**src/rtl/sd_pkg.sv**
```systemverilog
// Shared types and constants for the SD command-line engine: response
// encodings, FSM states, frame lengths and the serial CRC7 step.
package sd_pkg;

   typedef enum logic [1:0] {
      RESP_NONE = 2'b00,
      RESP_R1   = 2'b01,
      RESP_R2   = 2'b10,
      RESP_R3   = 2'b11
   } resp_type_e;

   typedef enum logic [2:0] {
      ST_IDLE      = 3'd0,
      ST_SEND      = 3'd1,
      ST_WAIT_RESP = 3'd2,
      ST_RECV      = 3'd3,
      ST_GAP       = 3'd4
   } sd_state_e;

   localparam int FRAME_SHORT = 48;
   localparam int FRAME_LONG  = 136;

   localparam logic [6:0] CRC7_POLY = 7'h09;

   localparam int DEF_CLK_DIV      = 2;
   localparam int DEF_RESP_TIMEOUT = 64;
   localparam int DEF_GAP_CLKS     = 8;

   // One bit of x^7+x^3+1, MSB-first message order.
   function automatic logic [6:0] crc7_step(input logic [6:0] crc, input logic data);
      logic fb;
      fb = data ^ crc[6];
      return {crc[5:0], 1'b0} ^ (fb ? CRC7_POLY : 7'h00);
   endfunction

endpackage

```
**src/rtl/sd_crc7.sv**
```systemverilog
// Serial CRC7 accumulator; clear has priority over enable.
module sd_crc7
   import sd_pkg::*;
(
   input  logic       clk,
   input  logic       clr,
   input  logic       en,
   input  logic       data,
   output logic [6:0] crc
);

   always_ff @(posedge clk) begin
      if (clr) begin
         crc <= 7'h00;
      end else if (en) begin
         crc <= crc7_step(crc, data);
      end
   end

endmodule

```
**src/rtl/sd_cmd_engine.sv**
```systemverilog
// SD CMD-line engine: sends one 48-bit command, optionally receives a 48/136-bit
// response, then holds CMD released for the gap before signalling DONE.
module sd_cmd_engine
   import sd_pkg::*;
#(
   parameter int CLK_DIV      = DEF_CLK_DIV,
   parameter int RESP_TIMEOUT = DEF_RESP_TIMEOUT,
   parameter int GAP_CLKS     = DEF_GAP_CLKS
) (
   input  logic         CLK,
   input  logic         RST,
   input  logic         START,
   input  logic [5:0]   CMD_INDEX,
   input  logic [31:0]  CMD_ARG,
   input  logic [1:0]   RESP_TYPE,
   output logic         BUSY,
   output logic         DONE,
   output logic [127:0] RESP,
   output logic         TIMEOUT,
   output logic         CRC_ERR,
   output logic         FRAME_ERR,
   output logic         SD_CLK,
   output logic         CMD_OUT,
   output logic         CMD_OE,
   input  logic         CMD_IN,
   output sd_state_e    dbg_state
);

   // Handshake: START is a one-cycle request taken only while BUSY is low; BUSY
   // stays high until the cycle DONE pulses, and RESP/flags hold until next START.
   localparam logic [15:0] DIV_LAST = 16'(CLK_DIV - 1);
   localparam logic [15:0] TO_LIM   = 16'(RESP_TIMEOUT);
   localparam logic [15:0] GAP_LAST = 16'(GAP_CLKS - 1);

   sd_state_e     state, state_n;
   logic [15:0]   div_cnt, wait_cnt, gap_cnt;
   logic [7:0]    bit_cnt, rx_last, rx_pos, crc_top;
   logic [39:0]   tx_sh;
   logic [126:0]  rx_sh;
   logic [127:0]  rx_frame;
   logic [1:0]    rtype;
   logic [6:0]    tx_crc, rx_crc;
   logic [2:0]    crc_idx;
   logic          tick, rise, fall, accept, long_resp, tx_bit, tx_bit_err;
   logic          tx_crc_en, rx_crc_en, to_hit, rx_end, gap_end, send_end;

   assign dbg_state = state;
   assign accept    = (state == ST_IDLE) && START;
   assign tick      = (state != ST_IDLE) && (div_cnt == DIV_LAST);
   assign rise      = tick && !SD_CLK;
   assign fall      = tick && SD_CLK;
   assign long_resp = (rtype == RESP_R2);
   assign rx_last   = long_resp ? 8'(FRAME_LONG - 1) : 8'(FRAME_SHORT - 1);
   assign crc_top   = long_resp ? 8'd127 : 8'd47;
   assign rx_pos    = rx_last - bit_cnt;
   assign rx_frame  = {rx_sh, CMD_IN};
   assign crc_idx   = 3'(8'd46 - bit_cnt);

   assign tx_crc_en = (state == ST_SEND) && fall && (bit_cnt < 8'd40);
   // The short-frame CRC covers the start bit, which is seen while still waiting.
   assign rx_crc_en = rise && (((state == ST_WAIT_RESP) && !CMD_IN && !long_resp) ||
                               ((state == ST_RECV) && (rx_pos >= 8'd8) && (rx_pos <= crc_top)));

   sd_crc7 u_tx_crc (.clk(CLK), .clr(RST | accept), .en(tx_crc_en), .data(tx_sh[39]), .crc(tx_crc));
   sd_crc7 u_rx_crc (.clk(CLK), .clr(RST | accept), .en(rx_crc_en), .data(CMD_IN),    .crc(rx_crc));

   always_comb begin
      tx_bit = 1'b1;
      if (bit_cnt < 8'd40) begin
         tx_bit = tx_sh[39];
      end else if (bit_cnt < 8'd47) begin
         tx_bit = tx_crc[crc_idx];
      end
   end

   always_comb begin
      state_n  = state;
      to_hit   = 1'b0;
      rx_end   = 1'b0;
      gap_end  = 1'b0;
      send_end = 1'b0;
      case (state)
         ST_IDLE: if (START) state_n = ST_SEND;
         ST_SEND: begin
            if (fall && (bit_cnt == 8'(FRAME_SHORT))) begin
               send_end = 1'b1;
               state_n  = (rtype == RESP_NONE) ? ST_GAP : ST_WAIT_RESP;
            end
         end
         ST_WAIT_RESP: begin
            // A start bit on the expiring edge wins over the timeout.
            if (rise) begin
               if (!CMD_IN) begin
                  state_n = ST_RECV;
               end else if (wait_cnt + 16'd1 == TO_LIM) begin
                  to_hit  = 1'b1;
                  state_n = ST_GAP;
               end
            end
         end
         ST_RECV: begin
            if (rise && (bit_cnt == rx_last)) begin
               rx_end  = 1'b1;
               state_n = ST_GAP;
            end
         end
         ST_GAP: begin
            if (fall && (gap_cnt >= GAP_LAST)) begin
               gap_end = 1'b1;
               state_n = ST_IDLE;
            end
         end
         default: state_n = ST_IDLE;
      endcase
   end

   always_ff @(posedge CLK) begin
      if (RST) begin
         state      <= ST_IDLE;
         div_cnt    <= '0;
         SD_CLK     <= 1'b0;
         CMD_OE     <= 1'b0;
         CMD_OUT    <= 1'b1;
         BUSY       <= 1'b0;
         DONE       <= 1'b0;
         RESP       <= '0;
         TIMEOUT    <= 1'b0;
         CRC_ERR    <= 1'b0;
         FRAME_ERR  <= 1'b0;
         bit_cnt    <= '0;
         wait_cnt   <= '0;
         gap_cnt    <= '0;
         tx_sh      <= '0;
         rx_sh      <= '0;
         rtype      <= RESP_NONE;
         tx_bit_err <= 1'b0;
      end else begin
         state <= state_n;
         DONE  <= 1'b0;
         if ((state == ST_IDLE) || (state_n == ST_IDLE)) begin
            div_cnt <= '0;
            SD_CLK  <= 1'b0;
         end else if (tick) begin
            div_cnt <= '0;
            SD_CLK  <= ~SD_CLK;
         end else begin
            div_cnt <= div_cnt + 16'd1;
         end

         if (accept) begin
            rtype      <= RESP_TYPE;
            tx_sh      <= {2'b01, CMD_INDEX, CMD_ARG};
            BUSY       <= 1'b1;
            RESP       <= '0;
            TIMEOUT    <= 1'b0;
            CRC_ERR    <= 1'b0;
            FRAME_ERR  <= 1'b0;
            tx_bit_err <= 1'b0;
            bit_cnt    <= '0;
         end

         if ((state == ST_SEND) && fall) begin
            if (send_end) begin
               CMD_OE   <= 1'b0;
               CMD_OUT  <= 1'b1;
               bit_cnt  <= '0;
               wait_cnt <= '0;
               gap_cnt  <= 16'd1;   // the releasing edge is the first gap edge
            end else begin
               CMD_OE  <= 1'b1;
               CMD_OUT <= tx_bit;
               bit_cnt <= bit_cnt + 8'd1;
               if (bit_cnt < 8'd40) tx_sh <= {tx_sh[38:0], 1'b0};
            end
         end

         if ((state == ST_WAIT_RESP) && rise) begin
            wait_cnt <= wait_cnt + 16'd1;
            if (!CMD_IN) begin
               bit_cnt <= 8'd1;
               rx_sh   <= '0;
            end else if (to_hit) begin
               TIMEOUT <= 1'b1;
               gap_cnt <= '0;
            end
         end

         if ((state == ST_RECV) && rise) begin
            rx_sh   <= {rx_sh[125:0], CMD_IN};
            bit_cnt <= bit_cnt + 8'd1;
            if (bit_cnt == 8'd1) tx_bit_err <= CMD_IN;
            if (rx_end) begin
               RESP      <= long_resp ? {8'h00, rx_frame[127:8]} : {90'h0, rx_frame[45:8]};
               CRC_ERR   <= (rtype != RESP_R3) && (rx_crc != rx_frame[7:1]);
               FRAME_ERR <= tx_bit_err | ~rx_frame[0];
               gap_cnt   <= '0;
            end
         end

         if ((state == ST_GAP) && fall) begin
            gap_cnt <= gap_cnt + 16'd1;
            if (gap_end) begin
               DONE <= 1'b1;
               BUSY <= 1'b0;
            end
         end
      end
   end

endmodule

```
**config.mk**
```make
export PLATFORM = sky130hd
export DESIGN_NAME = sd_cmd_engine
export DESIGN_NICKNAME = d
export VERILOG_FILES = /design/src/rtl/sd_pkg.sv /design/src/rtl/sd_crc7.sv /design/src/rtl/sd_cmd_engine.sv
export SDC_FILE = /design/constraint.sdc
export NUM_CORES = 1
export LEC_CHECK = 0
export ABC_AREA = 0
export CAP_MARGIN = 10
export CORE_ASPECT_RATIO = 1.25
export CORE_UTILIZATION = 45
export CTS_CLUSTER_DIAMETER = 100
export CTS_CLUSTER_SIZE = 28
export DETAILED_ROUTE_END_ITERATION = 16
export GPL_TIMING_DRIVEN = 0
export PLACE_DENSITY_LB_ADDON = 0.12
export SETUP_SLACK_MARGIN = 0.2
export SLEW_MARGIN = 20
export SYNTH_ARGS = -nofsm -noshare
export SYNTH_HDL_FRONTEND = slang
export SYNTH_SLANG_ARGS = --single-unit
```
**constraint.sdc**
```tcl
create_clock -name CLK -period 4.7 [get_ports CLK]
set_input_delay 0.94 -clock CLK [delete_from_list [all_inputs] [get_ports CLK]]
set_output_delay 0.94 -clock CLK [all_outputs]
set_load 0.03 [all_outputs]
```
==> flow_metrics.tcl <==
set metrics [dict create \
    outcome "completed" \
    io_pins 183 \
    skew_ns 0.0214 \
    hold_end "RESP[124]" \
    grt_pass1_wl_um 57400 \
    report.final.slew_viol_count 0 \
    antenna_found_initial 0 \
    vdd_drop_max_mv 0.258 \
    first_pass_iters 5 \
    rsz0062_at_grt "false" \
    hpwl_um 25300 \
    async_flop_share 0 \
    clk_pin_slew_ns 0.10 \
    drv_cap 0 \
    avgSynthCellArea_um2 9.25 \
    max-slew-margin-rel 0.420 \
    fin_crit_sh 0.695 \
    grtUsageMet1 0.263 \
    utilization 0.547 \
    start_util 0.459 \
    worstSetupStartpointType "input port" \
    clk_path_buf_depth 3 \
    required_ns 5.15 \
    rr_endpoint "u_rx_crc.crc[4]" \
    hold_depth 1 \
    fmax_mhz 306 \
    final_cell_mix "dfxtp_1, nor2_1, clkdlybuf4s50_1, a22oi_1, nand2_1" \
    place.gp.congestion 0.887 \
    clockRootBuffer "clkbuf_16" \
    cts_tree "done" \
    area_delta_synth_final_pct 19.1 \
    die_h_um 204 \
    synth_seq_cells 379 \
    synth-edff-count 0 \
    finalHoldViolations 0 \
    synth_ff_type "dfxtp_1" \
    finalNetCount 1845 \
    vias 12300 \
    hold_path.class "reg2reg" \
    syn-cell-area_mm2 0.0147 \
    grt.overflow.total 0 \
    antenna_cells 0 \
    cts_max_level 1 \
    met2_usage 0.360 \
    r2r_cells 13 \
    setup_viol 0 \
    drtIter0Drc 738 \
    viasPerCell 5.57 \
    core_mm2 0.0320 \
    powerDensity_mw_per_mm2 295 \
    die_width_um 164 \
    min_period_ns 3.27 \
    insertion_delay_ns 0.53 \
    rows 73 \
    hp-start "RESP[124]" \
    grt_start_max_net_pins 29 \
    layout.cells.most_common "dfxtp_1" \
    io_buffers 182 \
    end_kind "flop" \
    totalNegativeSetupSlack_ns 0 \
    cts_resized 0 \
    hold_buffers 0 \
    drive_above_1_share 0.0486 \
    totalWireLength_um 34900 \
    synth.distinct_cells 67 \
    crit_fanout 10 \
    tightest_slew_ns 0.870 \
    gr-usage-all-layers 0.208 \
    r2r_slack_ns 1.55 \
    antenna_left 0 \
    syn-num-nets 1644 \
    worstPathArrival_ns 3.72 \
    grtUsageMet3 0.0288 \
    crit_type "in2reg" \
    grt_pass1_vias 11700 \
    drc 0 \
    numCtsBuffers 17 \
    crit-reg2reg-launch "bit_cnt[5]" \
    cts.sinks 379 \
    ys_seq_area_frac 0.517 \
    yosysWarnings 0 \
    busiest_layer "met2" \
    die_area_mm2 0.0334 \
    leakagePower_nw 6.07 \
    postCtsSetupRepairBufs 0 \
    wl_per_cell_um 15.9 \
    syn_inst 1588 \
]
## logic make-up after synthesis
family | Yosys count | synth area share
and+or+nand+nor | 553 | 0.178
AOI/OAI and AO/OA | 432 | 0.208
DFF | 379 | 0.517
buffers and inverters | 140 | 0.0393
muxes | 40 | 0.0281
xor gates and xnor gates | 32 | 0.0191
adders and majority gates | 12 | 0.0102
## flip-flops by register name, indices dropped and copies added, names as in the netlist, 2 cells and up
signal,flops
rtype,2
gap_cnt,16
u_tx_crc.crc,7
tx_sh,40
wait_cnt,16
u_rx_crc.crc,7
dbg_state,3
div_cnt,16
RESP,128
rx_sh,127
bit_cnt,8
## critical path, cell delays in order
cell and delay (ns):
clkdlybuf4s50_1 0.75, inv_1 0.20, o2111ai_2 0.73, clkbuf_1 0.44, clkbuf_1 0.40, a22oi_1 0.15
nor2_1 0.10
## worst max-delay path by stage
stage	cells after the start	startpoint	to	slack [ns]
6_report	7	CMD_IN	rx_sh[89]	1.43
5_1_grt	7	CMD_IN	rx_sh[93]	1.30
4_1_cts	7	CMD_IN	rx_sh[89]	1.50
3_5_place_dp	7	CMD_IN	rx_sh[77]	0.95
3_3_place_gp	7	CMD_IN	rx_sh[94]	0.55
2_1_floorplan	13	bit_cnt[5]	u_rx_crc.crc[1]	1.91
## cell usage after synthesis, types with 14 or more instances
cell type | instances | area [um^2]
dfxtp_1 | 379 | 7590
nor2_1 | 237 | 890
a211oi_1 | 42 | 315
nand3_1 | 71 | 355
mux2i_1 | 39 | 390
a22oi_1 | 127 | 953
inv_1 | 17 | 63.8
o21ai_0 | 38 | 190
clkbuf_1 | 84 | 315
buf_2 | 32 | 160
nand2_1 | 102 | 383
a21oi_1 | 87 | 435
a22o_1 | 81 | 709
and2_1 | 15 | 93.8
nor3_1 | 32 | 160
a31oi_1 | 14 | 87.6
xnor2_1 | 24 | 210
## final cells by class
class | instances | area, um^2
tap | 412 | 515
multi-input combinational | 1069 | 6540
buffer | 123 | 513
clock buffer | 17 | 425
clock inverter | 3 | 26.3
fill | 3068 | 14500
sequential | 379 | 7590
inverter | 17 | 63.8
timing repair buffer | 182 | 1820
## per-stage QoR
step	hold WS (ns)	power (mW)	worst slack (ns)	area (um^2)	std cells
after global routing	0.492	5.35	1.30	17500	2202
after CTS	0.474	5.22	1.50	17500	2202
after global placement	0.445	3.56	0.553	17000	2182
final	0.470	5.16	1.43	17500	2202
after floorplan	0.437	3.46	1.91	14700	1588
after detailed placement	0.447	3.56	0.947	17000	2182
## metal layers
layer | part of all wire | routed length [um] | vias up
met4 | 0.032 | 1110 | 0
met1 | 0.45 | 15600 | 5816
met5 | 0 | 0 | -
li1 | - | - | 6113
met3 | 0.048 | 1660 | 60
met2 | 0.47 | 16500 | 275
## power by group
part | leakage [nW] | switching, mW | internal [mW]
Clock | 0.223 | 1.00 | 0.669
Sequential | 3.06 | 0.0148 | 3.24
Combinational | 2.78 | 0.145 | 0.0917
Power figures use the tool's default switching activity.
